==> config.mk <==
export PLATFORM = sky130hd
export DESIGN_NAME = sensor_conditioner
export DESIGN_NICKNAME = d
export VERILOG_FILES = /design/src/rtl/smart_home_pkg.sv /design/src/rtl/sensor_debounce.sv /design/src/rtl/sensor_conditioner.sv
export SDC_FILE = /design/constraint.sdc
export NUM_CORES = 1
export LEC_CHECK = 0
export ABC_AREA = 1
export ABC_CLOCK_PERIOD_IN_PS = 2700
export CORE_MARGIN = 2
export CORE_UTILIZATION = 57
export DETAILED_ROUTE_END_ITERATION = 16
export PLACE_DENSITY = 0.91
export RECOVER_POWER = 50
export SYNTH_ARGS = -nofsm -noshare
export SYNTH_HDL_FRONTEND = slang
export SYNTH_SLANG_ARGS = --single-unit
==> constraint.sdc <==
create_clock -name clk -period 2.7 [get_ports clk]
set_clock_uncertainty 0.15 [all_clocks]
set_input_delay 0.54 -clock clk [delete_from_list [all_inputs] [get_ports clk]]
set_output_delay 0.54 -clock clk [all_outputs]
set_load 0.005 [all_outputs]
==> src/rtl/smart_home_pkg.sv <==
// smart_home_pkg: constants and the temperature-path state type shared by the
// sensor conditioning blocks.
package smart_home_pkg;

   localparam int ST_W = 7;
   localparam logic [ST_W-1:0] ST_RESET = 7'd25;
   localparam int REJECT_LIMIT = 3;

   // Temperature path: UNPRIMED until the first valid sample seeds the history.
   typedef enum logic {
      UNPRIMED = 1'b0,
      PRIMED   = 1'b1
   } st_state_e;

   // Unsigned distance between two temperature samples.
   function automatic logic [ST_W-1:0] abs_diff(input logic [ST_W-1:0] a,
                                                input logic [ST_W-1:0] b);
      return (a >= b) ? (a - b) : (b - a);
   endfunction

endpackage

==> src/rtl/sensor_debounce.sv <==
// sensor_debounce: 2-flop synchronizer followed by a stability counter.
// The output takes the synchronized level once it has differed from the
// output for DEB_CYCLES consecutive edges; any agreement clears the count.
module sensor_debounce
   import smart_home_pkg::*;
#(
   parameter int DEB_CYCLES = 4
) (
   input  logic clk,
   input  logic Rst,
   input  logic i_raw,
   output logic o_level
);

   localparam logic [7:0] DEB_LAST = 8'(DEB_CYCLES - 1);

   logic       r_sync1;
   logic       r_sync2;
   logic [7:0] r_cnt;
   logic       r_level;

   // Synchronize the raw contact and debounce the synchronized level.
   always_ff @(posedge clk) begin
      if (!Rst) begin
         r_sync1 <= 1'b0;
         r_sync2 <= 1'b0;
         r_cnt   <= '0;
         r_level <= 1'b0;
      end else begin
         r_sync1 <= i_raw;
         r_sync2 <= r_sync1;
         if (r_sync2 == r_level) begin
            r_cnt <= '0;
         end else if (r_cnt == DEB_LAST) begin
            r_level <= r_sync2;
            r_cnt   <= '0;
         end else begin
            r_cnt <= r_cnt + 8'd1;
         end
      end
   end

   assign o_level = r_level;

endmodule

==> src/rtl/sensor_conditioner.sv <==
// sensor_conditioner: debounces four door/window/fire contacts and conditions
// a temperature stream (priming, step-plausibility check, sticky fault).
// Build option: define SENSOR_AVG_EN to make ST the average of the last four
// accepted samples; otherwise ST is simply the last accepted sample.
module sensor_conditioner
   import smart_home_pkg::*;
#(
   parameter int DEB_CYCLES = 4,
   parameter int MAX_STEP   = 10
) (
   input  logic            clk,
   input  logic            Rst,
   input  logic            raw_sfd,
   input  logic            raw_srd,
   input  logic            raw_sw,
   input  logic            raw_sfa,
   input  logic [ST_W-1:0] raw_st,
   input  logic            st_valid,
   output logic            SFD,
   output logic            SRD,
   output logic            SW,
   output logic            SFA,
   output logic [ST_W-1:0] ST,
   output logic            st_fault
);

   localparam logic [31:0] MAX_STEP_U = MAX_STEP;
   localparam logic [1:0]  REJ_MAX    = 2'(REJECT_LIMIT);

   sensor_debounce #(.DEB_CYCLES(DEB_CYCLES)) u_deb_sfd (.clk(clk), .Rst(Rst), .i_raw(raw_sfd), .o_level(SFD));
   sensor_debounce #(.DEB_CYCLES(DEB_CYCLES)) u_deb_srd (.clk(clk), .Rst(Rst), .i_raw(raw_srd), .o_level(SRD));
   sensor_debounce #(.DEB_CYCLES(DEB_CYCLES)) u_deb_sw  (.clk(clk), .Rst(Rst), .i_raw(raw_sw),  .o_level(SW));
   sensor_debounce #(.DEB_CYCLES(DEB_CYCLES)) u_deb_sfa (.clk(clk), .Rst(Rst), .i_raw(raw_sfa), .o_level(SFA));

   st_state_e       r_state;
   logic [ST_W-1:0] r_st;
   logic [1:0]      r_rej;
   logic            r_fault;
   logic [ST_W-1:0] w_diff;
   logic            w_accept;

   // Plausibility: a primed sample must lie within MAX_STEP of the current ST.
   assign w_diff   = abs_diff(raw_st, r_st);
   assign w_accept = (32'(w_diff) <= MAX_STEP_U);

`ifdef SENSOR_AVG_EN
   logic [ST_W-1:0] r_hist [4];
   logic [8:0]      w_sum;

   // Sum of the incoming sample and the three newest history entries, i.e.
   // the history as it will be after this sample is shifted in.
   assign w_sum = 9'(raw_st) + 9'(r_hist[0]) + 9'(r_hist[1]) + 9'(r_hist[2]);
`endif

   // Temperature FSM: prime on the first sample, then accept or reject by step.
   always_ff @(posedge clk) begin
      if (!Rst) begin
         r_state <= UNPRIMED;
         r_st    <= ST_RESET;
         r_rej   <= '0;
         r_fault <= 1'b0;
`ifdef SENSOR_AVG_EN
         for (int i = 0; i < 4; i++) r_hist[i] <= '0;
`endif
      end else if (st_valid) begin
         case (r_state)
            UNPRIMED: begin
               r_st    <= raw_st;
               r_state <= PRIMED;
`ifdef SENSOR_AVG_EN
               for (int i = 0; i < 4; i++) r_hist[i] <= raw_st;
`endif
            end
            PRIMED: begin
               if (w_accept) begin
                  r_rej <= '0;
`ifdef SENSOR_AVG_EN
                  r_hist[0] <= raw_st;
                  r_hist[1] <= r_hist[0];
                  r_hist[2] <= r_hist[1];
                  r_hist[3] <= r_hist[2];
                  r_st      <= w_sum[8:2];
`else
                  r_st      <= raw_st;
`endif
               end else begin
                  if (r_rej != REJ_MAX) r_rej <= r_rej + 2'd1;
                  // The reject that brings the count to the limit raises the fault.
                  if (r_rej >= REJ_MAX - 2'd1) r_fault <= 1'b1;
               end
            end
            default: r_state <= UNPRIMED;
         endcase
      end
   end

   assign ST       = r_st;
   assign st_fault = r_fault;

endmodule

==> results.toml <==
[clocking]
clk_pin_slew_ns = 0.10
root_buffer = "clkbuf_8"
cts_tree = "done"
clockBufferDepth = 2
cts_buffers = 5
cts_htree_levels = 2
clk_latency_ns = 0.30
clock_sinks = 55

[placed_design]
dp_slack_ns = -0.415
dp_hpwl_mm = 4.68
gp_congestion = 0.890
portBuffers = 25
postPlaceCellArea_um2 = 3370

[setup_path]
crit_family = "simple AND/OR/NAND/NOR gates"
slowest_delay_ns = 0.49
arrival_ns = 2.61
critPathCaptureType = "flop"
startpoint_type = "input pin"
crit_type = "in2reg"
critical_path_buf_inv_count = 3
cp_slowest_cell = "clkdlybuf4s50_1"
crit_chain = "clkdlybuf4s50_1, inv_2, fa_2, nand3_1, nand3_1, nand2_1, nand2_1, nor2_1, nand2_1, nor2_1, nand2_2, buf_4, nand3_2, nand3_1, nand2_1, nor2_1"
cpMostUsedCell = "nand2_1"
cp.required_ns = 2.76
crit_fanout = 4

[die]
start_util_pct = 58.6
die_area_um2 = 5810
rows = 26
core_region_area_um2 = 5070
die_h_um = 76.2
die-width_um = 76.2
ios = 26

[logic_synthesis]
synth-seq-cells = 55
synth_cell_type_count = 25
ys.flop_type = "dfxtp_1"
synth_largest_area_cell = "dfxtp_1"
ys_seq_area_share_pct = 37.1
syn_nets = 463
netlist.area_leader.share_pct = 37.1
synth_area_leaders = "dfxtp_1 37%, inv_1 11%, nand2_1 11%"
ys_warn_count = 0
synth_area_um2 = 2970
synthArstFlopShare_pct = 0
ys_top_cells_by_count = "85 x inv_1, 85 x nand2_1, 55 x dfxtp_1"
synth_edf_count = 0
synth_cells = 428
avgSynthCellArea_um2 = 6.94

[detailed_routing]
route.detailed.wl_per_inst_um = 11.4
postRouteAntennaNets = 0
drtPass1Iterations = 5
wirelength_mm = 6.19
drc = 0
viasPerCell = 5.10
vias = 2759
drtIter0Drc = 124

[sta]
worstMarginPinSlew_ns = 0.502
slew_viol_final = 0
rsz0062_at_grt = "true"
slew-limit-headroom_pct = 66.4
setup_violations = 0
layout_worst_path_cycle_share_pct = 94.6
period_needed_ns = 2.55
hold_viol = 0
max_freq_mhz = 392
setup_ws_ns = 0.147

[layout]
nets = 505
antennaDiodeCount = 0
area_delta_synth_final_pct = 19.4
final_cell_area_um2 = 3550
fillers = 392
drive_gt1_share_pct = 9.77

[power]
powerDensity_nw_per_um2 = 502
p_leak_nw = 1.67
ir_drop_mv = 0.396

[global_route]
globalRouteMet2Util_pct = 40.0
use_met3_pct = 3.67
grt_pass1_wl_mm = 10.5
grt_pass1_vias = 2580
grt_usage_pct = 21.4
gr-total-overflow = 0
use_met1_pct = 24.9
grt_busiest_layer = "met2"
grt_start_max_net_pins = 18
grt_antenna_before_repair = 0

[job]
max_cap_viol_count = 0

[worst_hold_path]
hold_class = "reg2reg"

[status]
status = "finished clean"
[layout make-up]
class	count	area [µm²]	share of cell area [%]
flip-flops and latches	55	1100	31.0
clock buffers	6	82.6	2.33
well taps	70	87.6	2.47
clock inverters	2	38.8	1.09
repair buffers	41	369	10.4
multi-input cells	282	1550	43.7
inverters	85	319	8.99
[path summary, 6_finish.rpt]
kind	startpoint	to	slack [ns]	depth (start not counted)
min	u_deb_sfd.r_sync1	u_deb_sfd.r_sync2	0.27	2
min reg2reg	u_deb_sfd.r_sync1	u_deb_sfd.r_sync2	0.27	2
max	raw_st[1]	r_rej[0]	0.15	16
max reg2reg	ST[0]	r_rej[0]	0.39	17
[what timing repair did]
item,in CTS,in global routing
pin swaps,0,1
endpoints found under the setup margin,7,9
resized for setup,2,14
setup buffers,0,0
hold buffers,0,0
cloned,0,0
[flip-flops by register name, summed over array words and instances (netlist names), 2 cells and up]
signal,cells
u_deb_sfa.r_cnt,8
u_deb_sfd.r_cnt,8
u_deb_srd.r_cnt,8
u_deb_sw.r_cnt,8
ST,7
r_rej,2
[worst reg2reg max path: cells and delay by family, from the launching register on]
| kind | cells | cell delay (ns) |
|---|---|---|
| adders and majority gates | 2 | 0.49 |
| buffers and inverters | 3 | 0.28 |
| DFF | 1 | 0.35 |
| and+or+nand+nor | 12 | 0.96 |
[power breakdown]
part | leakage (nW) | switching [W] | internal [W]
clock network | 0.0618 | 0.000256 | 0.000305
registers | 0.447 | 0.0000199 | 0.000833
logic | 1.16 | 0.000206 | 0.000163
total | 1.67 | 0.000482 | 0.00130
[routing by layer]
| metal | vias up | share of wire, % |
|---|---|---|
| met1 | 1257 | 44 |
| li1 | 1432 | - |
| met4 | 0 | 1.5 |
| met2 | 58 | 52 |
| met3 | 12 | 3.0 |
| met5 | - | 0 |
[through the flow]
step                instances  total power, W  hold slack, ns  TNS, ns  util, %
floorplan                 428         0.00110           0.240        0        -
global placement          533         0.00120           0.245    -2.74     66.4
detailed placement        533         0.00122           0.252    -3.38     66.4
CTS                       541         0.00178           0.275        0     68.9
global route              541         0.00187           0.288  -0.0759     69.9
finish                    541         0.00178           0.275        0     69.9
[kinds of logic (layout without fill, tap and decap cells)]
kind of cell | Yosys count | after routing | share of synthesized area (%)
simple gates | 217 | 217 | 32.4
buf+inv | 91 | 134 | 12.7
flops | 55 | 55 | 37.1
compound gates | 37 | 37 | 6.44
fa+ha+maj | 21 | 21 | 9.35
xor+xnor | 7 | 7 | 2.06
[cells in the final DEF (no fill, tap or decap), drive strengths merged, types with 2 or more instances in the layout]
cell,instances
nand2,87
nor3b,4
a21oi,26
inv,86
clkbuf,6
nor3,10
dfxtp,55
clkdlybuf4s50,22
or2,5
buf,16
nand4,8
ha,19
fa,2
nor2,52
nand3,42
nor4,8
o21ai,8
o21a,2
xor2,7
dlygate4sd3,2
Note: power is estimated with default switching activity, not from simulation.
